===== src/rtl/mic_volume_meter_pkg.sv =====
// Shared constants, FSM encoding and the amplitude-to-level quantiser used by
// the microphone volume meter.
package mic_volume_meter_pkg;

   localparam int unsigned MIC_W           = 12;
   localparam int unsigned VOL_W           = 4;
   localparam int unsigned MIC_MID_DEFAULT = 2048;
   localparam int unsigned LEVEL_MAX       = 15;
   localparam int unsigned CNT_W           = 16;

   typedef enum logic [1:0] {
      ST_ACCUM  = 2'd0,
      ST_QUANT  = 2'd1,
      ST_UPDATE = 2'd2
   } meter_state_e;

   // Shift the peak down to a bar level; anything above the top bar pins to it.
   function automatic logic [VOL_W-1:0] quant_level(input logic [MIC_W-1:0] amp,
                                                   input int unsigned       shift);
      logic [MIC_W-1:0] scaled;
      scaled = amp >> shift;
      if (scaled > MIC_W'(LEVEL_MAX))
         return VOL_W'(LEVEL_MAX);
      return scaled[VOL_W-1:0];
   endfunction

endpackage


===== src/rtl/mic_volume_meter_abs_amp.sv =====
// Absolute deviation of a mic sample from the mid-scale code.
module mic_abs_amp
   import mic_volume_meter_pkg::*;
#(
   parameter int unsigned MID = MIC_MID_DEFAULT
) (
   input  logic [MIC_W-1:0] mic_i,
   output logic [MIC_W-1:0] amp_o
);

   localparam logic [MIC_W-1:0] MID_C = MIC_W'(MID);

   // Code 0 yields MID itself (2048), which still fits in MIC_W bits.
   always_comb begin
      amp_o = '0;
      if (mic_i >= MID_C)
         amp_o = mic_i - MID_C;
      else
         amp_o = MID_C - mic_i;
   end

endmodule


===== src/rtl/mic_volume_meter.sv =====
// Windowed peak meter: tracks peak deviation over WINDOW samples, quantises it
// to a 0..15 bar level and applies instant-attack / fall-by-one decay.
//
// state     | meaning
// ----------+-----------------------------------------------------------
// ST_ACCUM  | idle between window results; sampling always continues
// ST_QUANT  | one cycle: quantise the just-captured peak into level_q
// ST_UPDATE | one cycle: apply attack/decay to vol (unless frozen), pulse
module mic_volume_meter
   import mic_volume_meter_pkg::*;
#(
   parameter int unsigned WINDOW = 4000,
   parameter int unsigned MID    = MIC_MID_DEFAULT,
   parameter int unsigned SHIFT  = 7
) (
   input  logic             clk,
   input  logic             rst_n,
   input  logic             sample_en,
   input  logic [MIC_W-1:0] mic_in,
   input  logic             freeze,
   output logic [VOL_W-1:0] vol,
   output logic             vol_valid,
   output logic [MIC_W-1:0] peak
);

   localparam logic [CNT_W-1:0] CNT_LAST = CNT_W'(WINDOW - 1);

   meter_state_e     state_q;
   logic [CNT_W-1:0] cnt_q;
   logic [MIC_W-1:0] run_max_q;
   logic [MIC_W-1:0] peak_q;
   logic [VOL_W-1:0] level_q;
   logic [VOL_W-1:0] vol_q;
   logic             vol_valid_q;

   logic [MIC_W-1:0] amp;
   logic [MIC_W-1:0] run_max_d;
   logic [VOL_W-1:0] vol_d;
   logic             win_done;

   mic_abs_amp #(
      .MID (MID)
   ) u_abs_amp (
      .mic_i (mic_in),
      .amp_o (amp)
   );

   always_comb begin
      run_max_d = (amp > run_max_q) ? amp : run_max_q;
      win_done  = sample_en && (cnt_q == CNT_LAST);
      vol_d     = vol_q;
      if (!freeze) begin
         if (level_q >= vol_q)
            vol_d = level_q;
         else
            vol_d = vol_q - 1'b1;
      end
   end

   // Sampling runs independently of the result states so no sample is lost;
   // WINDOW >= 2 guarantees the next window cannot close before QUANT is done.
   always_ff @(posedge clk or negedge rst_n) begin
      if (!rst_n) begin
         state_q     <= ST_ACCUM;
         cnt_q       <= '0;
         run_max_q   <= '0;
         peak_q      <= '0;
         level_q     <= '0;
         vol_q       <= '0;
         vol_valid_q <= 1'b0;
      end else begin
         vol_valid_q <= 1'b0;

         if (sample_en) begin
            if (win_done) begin
               peak_q    <= run_max_d;
               run_max_q <= '0;
               cnt_q     <= '0;
            end else begin
               run_max_q <= run_max_d;
               cnt_q     <= cnt_q + 1'b1;
            end
         end

         unique case (state_q)
            ST_ACCUM: begin
               if (win_done)
                  state_q <= ST_QUANT;
            end
            ST_QUANT: begin
               level_q <= quant_level(peak_q, SHIFT);
               state_q <= ST_UPDATE;
            end
            ST_UPDATE: begin
               vol_q       <= vol_d;
               vol_valid_q <= 1'b1;
               state_q     <= win_done ? ST_QUANT : ST_ACCUM;
            end
            default: begin
               state_q <= ST_ACCUM;
            end
         endcase
      end
   end

   assign vol       = vol_q;
   assign vol_valid = vol_valid_q;
   assign peak      = peak_q;

endmodule


===== config.mk =====
export PLATFORM = sky130hd
export DESIGN_NAME = mic_volume_meter
export DESIGN_NICKNAME = d
export VERILOG_FILES = /design/src/rtl/mic_volume_meter_pkg.sv /design/src/rtl/mic_volume_meter_abs_amp.sv /design/src/rtl/mic_volume_meter.sv
export SDC_FILE = /design/constraint.sdc
export NUM_CORES = 1
export LEC_CHECK = 0
export CORE_MARGIN = 8
export CORE_UTILIZATION = 60
export DETAILED_ROUTE_END_ITERATION = 6
export HOLD_SLACK_MARGIN = 0.06
export PLACE_DENSITY = 0.85
export SKIP_LAST_GASP = 1
export SLEW_MARGIN = 20
export SYNTH_ARGS = -nofsm -noshare
export SYNTH_HDL_FRONTEND = slang
export SYNTH_SLANG_ARGS = --single-unit
export TNS_END_PERCENT = 5

===== constraint.sdc =====
create_clock -name clk -period 3.2 [get_ports clk]
set_input_delay 0.8 -clock clk [delete_from_list [all_inputs] [get_ports clk]]
set_output_delay 0.8 -clock clk [all_outputs]
set_load 0.05 [all_outputs]

==> run_results.csv <==
group,metric,value,unit
detailed_routing,vias_per_cell,5.841,
placed_design,placed_cells,408,
finish,nFillCells,291,
timing,slew_violations,0,
setup_path,critical_path_class,"in -> reg",
synthesis,syn_area_per_cell,9.581,um2
setup_path,cp.required,3390,ps
setup_path,critPathArrivalTime,3290,ps
timing,hold_violations,0,
global_route,grt_start_max_net_pins,22,
finish,utilization,78.60,%
detailed_routing,highest_layer,"met4",
detailed_routing,wl_met3,332,um
global_route,grt_antenna_before_repair,0,
finish,fin_area,3664,um2
detailed_routing,ant_nets,0,
synthesis,ys_top_cells_by_area,"dfrtp_1 45%, ha_1 8.3%, mux2i_1 4.6%, xor2_1 4.0%, a22o_1 3.7%",
setup_path,critPathSlowestCell,"a2111oi_4",
timing,timing.final.crit_share,96.66,%
power_and_ir_drop,max-vdd-ir-drop,0.4069,mV
synthesis,async_flop_share,100.0,%
synthesis,synth_edf_count,0,
synthesis,synth_cells,298,
power_and_ir_drop,powerDensity,592.2,nW/um2
clock_network,cts.path.max_buffers,2,
synthesis,yosys_warnings,0,
synthesis,synth_area,2855,um2
run_status,status,"finished clean",
detailed_routing,vias,2465,
clock_network,cts_buffers,5,
placed_design,place_congestion,0.8511,
detailed_routing,dr_wl_met2,3.584,mm
finish,syn2layout_area_growth,28.31,%
detailed_routing,totalWireLength,6.974,mm
global_route,grt_pass1_vias,2507,
die,fp.dieArea,7222,um2
setup_path,critPathLaunchType,"input pin",
clock_network,cts_sinks,51,
die,die_x,84.99,um
clock_network,ctsHtreeMaxLevel,2,
clock_network,clkTransAtPathRegs,90,ps
synthesis,synth_ff_type,"dfrtp_1",
die,initial_core_util,61.26,%
timing,tightestPinTransition,593.9,ps
global_route,grt_pass1_wl,11.23,mm
finish,multi_input_area,1565,um2
die,io_pins,33,
die,coreArea,4661,um2
setup_path,crit_fanout,6,
die,rows,25,
finish,seq_area,1276,um2
finish,final_cells,422,
global_route,overflow,0,
min_path,hold_class,"in -> async",
timing,setup_viol,0,
setup_path,worstPathCellList,"dlygate4sd2_1 -> inv_1 -> ha_4 -> and2_4 -> nor2_1 -> xor2_1 -> ha_1 -> nand2_1 -> nor2_2 -> a2111oi_4 -> a21oi_4 -> and3_4 -> a22o_1",
finish,nets,402,
clock_network,clock_latency,310,ps
clock_network,cts_root_buf,"clkbuf_8",
synthesis,ys_seq_area_share,44.70,%
synthesis,synth_top_area_share,44.70,%
timing,setup_tns,0,ps
timing,fin_skew,9.617,ps
synthesis,synth-seq-cells,51,
setup_path,cp-end-kind,"register",
power_and_ir_drop,p_leak,1.680,nW
detailed_routing,dr.pass1.iters,4,
placed_design,io_buffers,32,
timing,slew_headroom,60.14,%
setup_path,cp_slowest_stage_delay,370,ps
finish,final_common_cell,"dfrtp_1",
finish,layout_common_cells,"51 x dfrtp_1, 35 x buf_4, 26 x nand2_1, 25 x nor2_1, 23 x inv_1",
synthesis,synth_largest_area_cell,"dfrtp_1",
run,maxCapViolCount,0,
detailed_routing,drt_iter0_drc,125,
synthesis,syn-num-nets,333,
clock_network,cts_tree,"built",
timing,clock.fmax,323.3,MHz
detailed_routing,drt-met1-wl,2.871,mm
finish,diodes,0,
detailed_routing,wl_per_cell,16.53,um
global_route,grt_usage,19.25,%
placed_design,hpwl,4.869,mm
placed_design,placed_cell_area,3438,um2
timing,fin_hold_ws,429.5,ps
timing,period_minus_slack,3093,ps
die,die_y,84.99,um
finish,drive_above_1_share,19.84,%
synthesis,ys_types,41,
detailed_routing,drc,0,
==> cell usage after synthesis, types with 2 or more instances <==
| library cell | instances |
|---|---|
| a21oi_1 | 15 |
| a22o_1 | 12 |
| a31oi_1 | 2 |
| and4_1 | 2 |
| buf_4 | 2 |
| clkbuf_1 | 4 |
| dfrtp_1 | 51 |
| ha_1 | 19 |
| inv_1 | 24 |
| mux2i_1 | 13 |
| nand2_1 | 26 |
| nand2b_1 | 3 |
| nand3_1 | 7 |
| nand4_1 | 7 |
| nor2_1 | 27 |
| nor2b_1 | 3 |
| nor3_1 | 9 |
| nor4_1 | 3 |
| o211ai_1 | 2 |
| o21ai_0 | 20 |
| o21ai_1 | 7 |
| or3_1 | 3 |
| xnor2_1 | 7 |
| xor2_1 | 13 |
==> path summary, 6_finish.rpt <==
check | from | endpoint | slack, ps | cells after the start
min in group clk | state_q[0] | state_q[0] | 470 | 1
worst max register to register | run_max_q[9] | run_max_q[6] | 970 | 8
worst max-delay path | mic_in[1] | run_max_q[6] | 110 | 13
worst min-delay path | rst_n | cnt_q[15] | 430 | 1
worst min register to register | state_q[0] | state_q[0] | 470 | 1
max in group asynchronous | rst_n | level_q[3] | 2140 | 2
==> metrics by stage <==
step                setup slack (ps)  power (mW)
floorplan                      42.78       1.398
global placement              -346.8       1.581
detailed placement            -482.3       1.623
CTS                            8.682       2.045
global route                  -49.00       2.291
finish                         106.8       2.169
==> layer usage <==
layer,vias up,track usage [%]
li1,1181,-
met1,1202,20.72
met2,65,35.44
met3,17,3.958
met4,0,8.091
met5,-,0
==> power breakdown <==
| part | leakage [nW] | switching [mW] | internal [mW] | total (mW) |
|---|---|---|---|---|
| Sequential | 0.665 | 0.114 | 0.744 | 0.858 |
| Clock | 0.0412 | 0.211 | 0.153 | 0.364 |
| Combinational | 0.974 | 0.461 | 0.487 | 0.948 |
==> cell families after synthesis <==
logic type / share of synthesized area, %
flip-flops: 44.70
XOR/XNOR: 6.135
buffers and inverters: 4.776
AO/OA/AOI/OAI: 14.33
AND/OR/NAND/NOR: 16.78
adder cells (fa/ha/maj): 8.326
multiplexers: 4.952
==> what timing repair did <==
| action | CTS | global route |
|---|---|---|
| gates resized for setup | 33 | 13 |
| setup buffers | 2 | 3 |
| gates cloned | 1 | 0 |
| hold buffers | 0 | 0 |
| pin swaps | 13 | 13 |
| endpoints found under the setup margin | 24 | 24 |
==> final cells by class <==
type,count,share of cell area [%]
clock buffer,6,1.981
clock inverter,2,0.3415
timing repair buffer,69,15.81
multi-input combinational,216,42.73
sequential,51,34.84
tap,54,1.844
inverter,24,2.459
==> sequential cells by signal, summed over array words and instances, names as in the netlist <==
register   cells
level_q        4
peak          12
vol_valid      1
vol            4
cnt_q         16
state_q        2
run_max_q     12
==> critical path: cells and delay by family <==
kind	cells	cell delay, ps
compound gates	3	760
xor+xnor	1	280
fa+ha+maj	2	470
buf+inv	2	300
simple gates	5	680
Note: power is estimated with default switching activity, not from simulation.
